===== src/rtl/key_mode_ctrl_pkg.sv =====
// Mode constants shared with the PWM stage, plus the mode-selector state type.
package pwm_pkg;
    localparam logic [1:0] MODE_OFF = 2'b00;
    localparam logic [1:0] MODE_A   = 2'b01;
    localparam logic [1:0] MODE_B   = 2'b10;
endpackage

package key_mode_ctrl_pkg;
    import pwm_pkg::*;

    // State encoding is the sel encoding, so sel is the state register itself.
    typedef enum logic [1:0] {
        ST_OFF = MODE_OFF,
        ST_A   = MODE_A,
        ST_B   = MODE_B
    } mode_state_e;
endpackage


===== src/rtl/key_mode_ctrl_if.sv =====
// Key inputs and mode-select outputs of the PWM mode front end.
interface key_mode_ctrl_if;
    logic       key0_n;
    logic       key1_n;
    logic [1:0] sel;
    logic       sel_chg;
    logic       key0_db;
    logic       key1_db;

    modport master (
        output key0_n, key1_n,
        input  sel, sel_chg, key0_db, key1_db
    );

    modport slave (
        input  key0_n, key1_n,
        output sel, sel_chg, key0_db, key1_db
    );
endinterface


===== src/rtl/key_mode_ctrl_debounce.sv =====
// One pushbutton: synchroniser, hold-time debouncer and press-edge pulse.
module key_debounce #(
    parameter int DB_CYCLES   = 1_000_000,
    parameter int SYNC_STAGES = 2
) (
    input  logic clk,
    input  logic rst,
    input  logic key_n,
    output logic level,
    output logic press
);
    localparam int            CW       = $clog2(DB_CYCLES);
    localparam logic [CW-1:0] CNT_LAST = CW'(DB_CYCLES - 1);

    logic [SYNC_STAGES-1:0] sync_r;
    logic [CW-1:0]          cnt_r;
    logic                   pressed_r;
    logic                   press_r;
    logic                   synced_pressed_s;

    assign synced_pressed_s = ~sync_r[SYNC_STAGES-1];

    // Synchroniser shift register, preset to the released level.
    always_ff @(posedge clk) begin
        if (rst) begin
            sync_r <= {SYNC_STAGES{1'b1}};
        end else begin
            sync_r <= {sync_r[SYNC_STAGES-2:0], key_n};
        end
    end

    // Hold counter: a differing level must persist unbroken before it is accepted.
    always_ff @(posedge clk) begin
        if (rst) begin
            cnt_r     <= {CW{1'b0}};
            pressed_r <= 1'b0;
            press_r   <= 1'b0;
        end else if (synced_pressed_s == pressed_r) begin
            cnt_r   <= {CW{1'b0}};
            press_r <= 1'b0;
        end else if (cnt_r == CNT_LAST) begin
            cnt_r     <= {CW{1'b0}};
            pressed_r <= synced_pressed_s;
            press_r   <= synced_pressed_s;
        end else begin
            cnt_r   <= cnt_r + CW'(1);
            press_r <= 1'b0;
        end
    end

    assign level = pressed_r;
    assign press = press_r;
endmodule


===== src/rtl/key_mode_ctrl.sv =====
// Two debounced pushbuttons drive a latched one-hot PWM mode select.
module key_mode_ctrl
    import key_mode_ctrl_pkg::*;
#(
    parameter int DB_CYCLES   = 1_000_000,
    parameter int SYNC_STAGES = 2
) (
    input  logic            clk,
    input  logic            rst,
    key_mode_ctrl_if.slave  bus
);
    logic        level0_s;
    logic        level1_s;
    logic        press0_s;
    logic        press1_s;
    mode_state_e state_r;
    mode_state_e state_s;
    logic        chg_r;
    logic        chg_s;

    key_debounce #(
        .DB_CYCLES   (DB_CYCLES),
        .SYNC_STAGES (SYNC_STAGES)
    ) u_key0 (
        .clk   (clk),
        .rst   (rst),
        .key_n (bus.key0_n),
        .level (level0_s),
        .press (press0_s)
    );

    key_debounce #(
        .DB_CYCLES   (DB_CYCLES),
        .SYNC_STAGES (SYNC_STAGES)
    ) u_key1 (
        .clk   (clk),
        .rst   (rst),
        .key_n (bus.key1_n),
        .level (level1_s),
        .press (press1_s)
    );

    // Next mode: a lone press selects its mode, or turns it off if already active.
    always_comb begin
        state_s = state_r;
        chg_s   = 1'b0;
        if (press0_s ^ press1_s) begin
            chg_s = 1'b1;
            case (state_r)
                ST_OFF:  state_s = press0_s ? ST_A   : ST_B;
                ST_A:    state_s = press0_s ? ST_OFF : ST_B;
                ST_B:    state_s = press0_s ? ST_A   : ST_OFF;
                default: state_s = ST_OFF;
            endcase
        end else begin
            state_s = state_r;
            chg_s   = 1'b0;
        end
    end

    // Mode register and change strobe update together.
    always_ff @(posedge clk) begin
        if (rst) begin
            state_r <= ST_OFF;
            chg_r   <= 1'b0;
        end else begin
            state_r <= state_s;
            chg_r   <= chg_s;
        end
    end

    assign bus.sel     = state_r;
    assign bus.sel_chg = chg_r;
    assign bus.key0_db = level0_s;
    assign bus.key1_db = level1_s;
endmodule


===== src/flat_wrapper.sv =====
// flat-port wrapper written by rule: the top's interface ports become plain ports
module key_mode_ctrl_flat import key_mode_ctrl_pkg::*;
#(
    parameter int DB_CYCLES   = 1_000_000,
    parameter int SYNC_STAGES = 2
)
  (clk, rst, bus_key0_n, bus_key1_n, bus_sel, bus_sel_chg, bus_key0_db, bus_key1_db);
  key_mode_ctrl_if bus_i ();
  input  logic clk;
  input  logic rst;
  input wire logic [$bits(bus_i.key0_n)-1:0] bus_key0_n;
  input wire logic [$bits(bus_i.key1_n)-1:0] bus_key1_n;
  output wire logic [$bits(bus_i.sel)-1:0] bus_sel;
  output wire logic [$bits(bus_i.sel_chg)-1:0] bus_sel_chg;
  output wire logic [$bits(bus_i.key0_db)-1:0] bus_key0_db;
  output wire logic [$bits(bus_i.key1_db)-1:0] bus_key1_db;
  assign bus_i.key0_n = bus_key0_n;
  assign bus_i.key1_n = bus_key1_n;
  assign bus_sel = bus_i.sel;
  assign bus_sel_chg = bus_i.sel_chg;
  assign bus_key0_db = bus_i.key0_db;
  assign bus_key1_db = bus_i.key1_db;
  key_mode_ctrl #(.DB_CYCLES(DB_CYCLES), .SYNC_STAGES(SYNC_STAGES)) u_core (.clk(clk), .rst(rst), .bus(bus_i));
endmodule

===== config.mk =====
export PLATFORM = sky130hd
export DESIGN_NAME = key_mode_ctrl_flat
export DESIGN_NICKNAME = d
export VERILOG_FILES = /design/src/rtl/key_mode_ctrl_pkg.sv /design/src/rtl/key_mode_ctrl_if.sv /design/src/rtl/key_mode_ctrl_debounce.sv /design/src/rtl/key_mode_ctrl.sv /design/src/flat_wrapper.sv
export SDC_FILE = /design/constraint.sdc
export NUM_CORES = 1
export LEC_CHECK = 0
export BUFFER_PORTS_ARGS = -buffer_cell sky130_fd_sc_hd__buf_2
export CORE_ASPECT_RATIO = 0.6
export CORE_MARGIN = 4
export CORE_UTILIZATION = 60
export DETAILED_ROUTE_END_ITERATION = 10
export PLACE_DENSITY_LB_ADDON = 0.15
export SYNTH_ARGS = -nofsm -noshare
export SYNTH_HDL_FRONTEND = slang
export SYNTH_HIERARCHICAL = 1
export SYNTH_SLANG_ARGS = --single-unit

===== constraint.sdc =====
create_clock -name clk -period 2.25 [get_ports clk]
set_input_delay 0.225 -clock clk [delete_from_list [all_inputs] [get_ports clk]]
set_output_delay 0.225 -clock clk [all_outputs]
set_load 0.05 [all_outputs]

==> results of run 1 <==
## registers in the layout, summed over array words and instances, names as in the netlist
| signal | flops |
|---|---|
| u_core/bus.sel_chg | 1 |
| u_core/u_key0/cnt_r | 20 |
| u_core/u_key1/cnt_r | 20 |
| u_core/u_key0/sync_r | 2 |
| u_core/u_key0/level | 1 |
| u_core/u_key1/press | 1 |
| u_core/u_key0/press | 1 |
| u_core/bus.sel | 2 |
| u_core/u_key1/sync_r | 2 |
| u_core/u_key1/level | 1 |
## report_power, final
part | internal [mW] | switching, mW | total, mW
Combinational | 0.00665 | 0.0114 | 0.0180
Sequential | 0.906 | 0.00276 | 0.909
Clock | 0.326 | 0.279 | 0.606
## routing by layer
layer  share of wire  wire (um)  vias up
li1                -          -      871
met1            0.60       2390      745
met2            0.32       1282       52
met3           0.071        282        5
met4          0.0090         36        0
met5               0          0        -
## final timing paths
path	start	end	slack [ns]
min reg2reg	u_core/u_key1/sync_r[0]	u_core/u_key1/sync_r[1]	0.42
min	bus_key0_n	u_core/u_key0/sync_r[0]	0.10
max reg2reg	u_core/u_key0/cnt_r[0]	u_core/u_key0/cnt_r[5]	0.45
max	u_core/u_key0/cnt_r[0]	u_core/u_key0/cnt_r[5]	0.45
## stage by stage
step	cells	cell area (um2)
after CTS	299	2489
after global placement	292	2386
after global routing	299	2489
after floorplan	239	2310
final	299	2489
after detailed placement	292	2386
## kinds of logic (layout without fill, tap and decap cells)
family                   Yosys count  count (layout)  synth area share
AO/OA/AOI/OAI                     16              16           0.06067
XOR/XNOR                          33              33            0.1251
adder cells (fa/ha/maj)            2               2           0.01083
buffers and inverters             10              23           0.02275
flip-flops                        51              51            0.4420
multiplexers                       2               2          0.008668
AND/OR/NAND/NOR                  125             125            0.3299
## placed cells by master, fill, tap and decap left out, drive strengths merged, types with 8 or more instances in the layout
cell,n
xnor2,28
nor3,8
nand2,8
dfxtp,51
nor2,48
inv,8
nand3,10
nand4,10
nor4,16
buf,8
## cell type report
type,instances,area (um2)
Fill cell,304,1191
Timing Repair Buffer,8,40.04
Inverter,8,30.03
Sequential cell,51,1021
Clock buffer,6,72.57
Clock inverter,1,30.03
Tap cell,47,58.81
Multi-Input combinational cell,178,1236
==> results by group, run 1 <==
GRT
  – Remaining global-route overflow: 0
  – Met2 global-route usage: 0.1899
  – Largest net degree at the start of global routing: 17
  – Fraction of met3 tracks used by global routing: 0.05325
  – Initial antenna violation count: 0
  – Via count of the first global-routing pass: 1397
  – Met1 capacity usage during global routing: 0.3125
  – Total track usage: 0.1768
  – Layer carrying the most global-route usage: met1
  – First-pass GRT wire length: 6.900 mm

Floorplanning
  – Number of placement rows: 17
  – Die span in x: 88.10 um
  – Total core area: 3680 um2
  – Die Span Y: 56.06 um
  – Number of top-level pins: 9
  – Starting utilization of the core area: 0.6277
  – Die Footprint: 4939 um2

Drt
  – Pre-antenna DRT Iters: 4
  – Total wire length: 3.991 mm
  – Count of unresolved DRC violations after routing: 0
  – Drt via density: 5.595
  – Via total after detailed routing: 1673
  – Per-cell routed wire length: 13.35 um
  – Detail Route Antenna Nets: 0
  – Iteration-0 DRC count of the detailed router: 92

Timing
  – Tightest Pin Transition: 0.4469 ns
  – Max transition margin: 0.7009
  – Number of setup violations in the final report: 0
  – Tmin final: 1.804 ns
  – Period utilization: 0.8018
  – Final Worst Setup Slack: 0.4460 ns
  – Number of hold violations in the final report: 0
  – Max Clock Skew: 0.006581 ns
  – Hold_ws: 0.1031 ns
  – Setup Total Neg Slack: 0 ns
  – Top achievable clock speed: 554.3 MHz
  – RSZ-0062 raised after global routing: false
  – Final Max Tran Viols: 0

Worst setup path
  – Nature of the critical path endpoint: flop
  – Max stage delay on crit path: 0.41 ns
  – Startpoint type of the worst setup path: flop
  – Crit path kind: flop to flop
  – Maximum fanout encountered on the critical timing path: 16
  – Critical path buffers and inverters: 0
  – Cell with the largest stage delay on the worst path: sky130_fd_sc_hd__o21ai_4
  – Worst Path Required: 2.42 ns
  – Data arrival time of the critical path: 1.97 ns
  – Worst reg2reg path depth: 5
  – Number of cells on the critical path: 5
  – Cells along the critical path: ha_1 -> nand3_4 -> or2_2 -> o21ai_4 -> nor2_1
  – Critical path's top delay family: simple AND/OR/NAND/NOR gates

Synthesis
  – Post-Synthesis Cells: 239
  – Cell type with the highest aggregate area in the netlist: sky130_fd_sc_hd__dfxtp_1
  – Warnings, synthesis: 6
  – Number of flops mapped to enable cells by yosys: 0
  – Seq/Total Area, Yosys: 0.4420
  – Net count after synthesis: 245
  – Fraction of registers with async set or reset after synthesis: 0
  – Mean instance size in the synthesized netlist: 9.664 um2
  – Top area cells in the synthesized netlist: sky130_fd_sc_hd__dfxtp_1 44%, sky130_fd_sc_hd__xnor2_1 11%, sky130_fd_sc_hd__nor2_1 7.8%
  – Flip-flop and latch count after synthesis: 51
  – Portion of synthesized cell area occupied by the leading cell type: 0.4420
  – Yosys cell types: 31
  – Top flip-flop cell by instance count after synthesis: sky130_fd_sc_hd__dfxtp_1
  – Top-count cell post-synth: sky130_fd_sc_hd__dfxtp_1
  – Most frequent cells after synthesis: 51 x sky130_fd_sc_hd__dfxtp_1, 48 x sky130_fd_sc_hd__nor2_1, 28 x sky130_fd_sc_hd__xnor2_1
  – Cell area after technology mapping: 2310 um2

Finish
  – Number of inserted diodes: 0
  – Area grow syn2layout: 7.747%
  – Share of layout cells above drive strength 1: 0.1270
  – Utilization of the core after routing: 0.6763
  – # nets final: 258

Pwr
  – Power Total: 1.532 mW
  – Total leakage power: 0.8263 nW
  – Power per unit of standard cell area: 615.7 nW/um2
  – Max rail drop VDD: 0.4563 mV

Place
  – Number of buffers inserted by port buffering: 8
  – Detailed-placement wirelength estimate: 2.927 mm
  – Setup WS pre-CTS: 0.4533 ns
  – GP Congestion: 0.8453

Clock tree
  – Number of buffers created by CTS: 5
  – Cell at the root of the clock tree: sky130_fd_sc_hd__clkbuf_8
  – Clk slew on worst S/H paths: 0.09 ns
  – TritonCTS clock tree: built
  – Gates resized, CTS repair: 0
  – Clock network latency to the later pin of the worst-skew pair: 0.29 ns
  – Number of buffers added to fix hold violations after cts: 0
  – Post-CTS Setup Inserts: 0
  – Number of H-tree levels: 2
  – Maximum root-to-sink buffer count: 2
  – Total number of clock tree sinks: 51

Min path
  – Worst Hold Class: primary input to flop
  – Min-Delay Path Depth: 2

Flow run
  – Count of maximum capacitance violations: 0

Status
  – Outcome: finished, final reports clean
Power figures use the tool's default switching activity.
==> inputs of run 2 (changes only) <==
--- a/config.mk
+++ b/config.mk
@@ -8,7 +8,7 @@
 export BUFFER_PORTS_ARGS = -buffer_cell sky130_fd_sc_hd__buf_2
 export CORE_ASPECT_RATIO = 0.6
 export CORE_MARGIN = 4
-export CORE_UTILIZATION = 60
+export CORE_UTILIZATION = 54
 export DETAILED_ROUTE_END_ITERATION = 10
 export PLACE_DENSITY_LB_ADDON = 0.15
 export SYNTH_ARGS = -nofsm -noshare
==> constraint.sdc (replaced) <==
create_clock -name clk -period 1.6 [get_ports clk]
set_input_delay 0.16 -clock clk [delete_from_list [all_inputs] [get_ports clk]]
set_output_delay 0.16 -clock clk [all_outputs]
set_load 0.05 [all_outputs]
==> run 2 against run 1 <==
Effect of this change:
- clock-buffer cell count stayed put
- total power is 37% higher
- clock power is 29% higher
- fmax is 18% higher
==> results by group, run 2 (synthesis gave the netlist of run 1 again) <==
Status
  – Outcome: finished, final reports clean

Finish
  – Highest-count cells in the layout ignoring fill and taps: 48 x sky130_fd_sc_hd__dfxtp_1, 47 x sky130_fd_sc_hd__nor2_1, 28 x sky130_fd_sc_hd__xnor2_1
  – # nets final: 283
  – Non-filler instance count after layout: 338
  – Regs by FF count: u_core/u_key0/cnt_r x20, u_core/u_key1/cnt_r x20
  – Area grow syn2layout: 19.83%
  – Commonest non-fill, non-tap cell in the layout: sky130_fd_sc_hd__dfxtp_1
  – Fillers: 346
  – Area of combinational cells with multiple inputs: 1286 um2
  – Share of layout cells above drive strength 1: 0.2554
  – Number of inserted diodes: 0
  – Reg area: 1025 um2

GRT
  – Remaining global-route overflow: 0
  – Via count of the first global-routing pass: 1648
  – Met2 global-route usage: 0.2423
  – Initial antenna violation count: 0
  – Fraction of met3 tracks used by global routing: 0.04725
  – Layer carrying the most global-route usage: met1
  – Total track usage: 0.1838
  – Largest net degree at the start of global routing: 17
  – Met1 capacity usage during global routing: 0.2835
  – First-pass GRT wire length: 7.797 mm

Timing
  – Final Worst Setup Slack: 0.07261 ns
  – Number of setup violations in the final report: 0
  – Tightest Pin Transition: 0.4370 ns
  – Tmin final: 1.527 ns
  – Period utilization: 0.9546
  – Final Max Tran Viols: 0
  – Max transition margin: 0.7076
  – Number of hold violations in the final report: 0
  – RSZ-0062 raised after global routing: true
  – Setup Total Neg Slack: 0 ns
  – Max Clock Skew: 0.007733 ns
  – Top achievable clock speed: 654.7 MHz

Worst setup path
  – Cells along the critical path: ha_2 -> nand3_4 -> nor4_4 -> mux2i_1 -> o2111a_1
  – Maximum fanout encountered on the critical timing path: 4
  – Data arrival time of the critical path: 1.78 ns
  – Max stage delay on crit path: 0.37 ns
  – Worst Path Required: 1.85 ns
  – Crit path kind: flop to flop
  – Startpoint type of the worst setup path: flop
  – Critical path's top delay family: simple AND/OR/NAND/NOR gates
  – Critical path buffers and inverters: 0
  – Nature of the critical path endpoint: flop
  – Cell with the largest stage delay on the worst path: sky130_fd_sc_hd__dfxtp_1

Drt
  – Drt via density: 5.219
  – Detail Route Antenna Nets: 0
  – Via total after detailed routing: 1764
  – Count of unresolved DRC violations after routing: 0
  – Total wire length: 4.648 mm
  – Pre-antenna DRT Iters: 4
  – Iteration-0 DRC count of the detailed router: 81
  – Per-cell routed wire length: 13.75 um

Place
  – Setup WS pre-CTS: -0.01967 ns
  – Detailed-placement wirelength estimate: 3.313 mm
  – Number of buffers inserted by port buffering: 8
  – GP Congestion: 0.8309
  – Instance count after placement with tap cells included: 324

Pwr
  – Net switching power: 0.4523 mW
  – Max rail drop VDD: 0.3484 mV
  – Total leakage power: 0.9543 nW
  – Relative contribution of combinational cells to total power: 0.016
  – Power per unit of standard cell area: 757.5 nW/um2
  – Power Total: 2.096 mW
  – Fraction of power spent switching nets: 0.2158
  – Internal Dissipation: 1.644 mW
  – Portion of total power attributed to sequential cells: 0.610
  – Clock power share: 0.374

Floorplanning
  – Starting utilization of the core area: 0.5604
  – Die Footprint: 5422 um2
  – Number of top-level pins: 9
  – Total core area: 4121 um2
  – Die span in x: 92.43 um
  – Die Span Y: 58.66 um
  – Number of placement rows: 18

Min path
  – Worst Hold Class: primary input to flop

Clock tree
  – Total number of clock tree sinks: 51
  – Number of buffers created by CTS: 5
  – Clock network latency to the later pin of the worst-skew pair: 0.30 ns
  – Clk slew on worst S/H paths: 0.09 ns
  – TritonCTS clock tree: built
  – Number of buffers added to fix hold violations after cts: 0
  – Number of H-tree levels: 2
  – Cell at the root of the clock tree: sky130_fd_sc_hd__clkbuf_8
  – Maximum root-to-sink buffer count: 2

Flow run
  – Count of maximum capacitance violations: 0
## run 2: area by class of cell
cell class,count,area share
clock inverter,2,0.005877
inverter,8,0.01085
sequential,51,0.3703
tap,60,0.02712
clock buffer,6,0.02984
timing repair buffer,33,0.09132
multi-input combinational,178,0.4647
## run 2: metrics by stage
stage	hold WS (ns)	util	instance area, um2
2_1_floorplan	0.2316	-	2310
3_3_place_gp	0.3544	0.6236	2570
3_5_place_dp	0.3521	0.6236	2570
4_1_cts	0.02610	0.6491	2675
5_1_grt	0.02760	0.6715	2768
6_report	0.03998	0.6715	2768
## run 2: path summary, 6_finish.rpt
| kind | start | depth (start not counted) | to | slack, ns |
|---|---|---|---|---|
| setup / recovery | u_core/u_key1/cnt_r[1] | 5 | u_core/u_key1/cnt_r[18] | 0.07 |
| hold reg to reg | u_core/u_key0/sync_r[0] | 1 | u_core/u_key0/sync_r[1] | 0.42 |
| hold / removal | bus_key0_n | 2 | u_core/u_key0/sync_r[0] | 0.04 |
| setup reg to reg | u_core/u_key1/cnt_r[1] | 5 | u_core/u_key1/cnt_r[18] | 0.07 |
## run 2: routing by layer
metal	vias to the layer above	share of wire	wire length (um)
met5	-	0	0
met4	0	0.0090	42
met3	5	0.050	234
met2	36	0.39	1791
met1	804	0.55	2579
li1	919	-	-
## run 2: power groups by stage
| stage | clock, mW | sequential (mW) | combinational (mW) |
|---|---|---|---|
| 2_1_floorplan | 0 | 1.31 | 0.0170 |
| 3_3_place_gp | 0 | 1.31 | 0.0345 |
| 3_5_place_dp | 0 | 1.31 | 0.0344 |
| 4_1_cts | 0.812 | 1.28 | 0.0347 |
| 5_1_grt | 0.877 | 1.28 | 0.0385 |
| 6_report | 0.784 | 1.28 | 0.0346 |
## run 2: repair_timing
item                                    CTS  global route
resized for setup                         3            11
hold endpoints to repair                  0             0
endpoints found under the setup margin   32            39
setup buffers                             0             6
pin swaps                                 0             5
## run 2: worst register-to-register path, stage by stage, from the launching register on
cell and delay [ns]:
sky130_fd_sc_hd__dfxtp_1 0.37, sky130_fd_sc_hd__ha_2 0.23, sky130_fd_sc_hd__nand3_4 0.11, sky130_fd_sc_hd__nor4_4 0.35
sky130_fd_sc_hd__mux2i_1 0.23, sky130_fd_sc_hd__o2111a_1 0.18
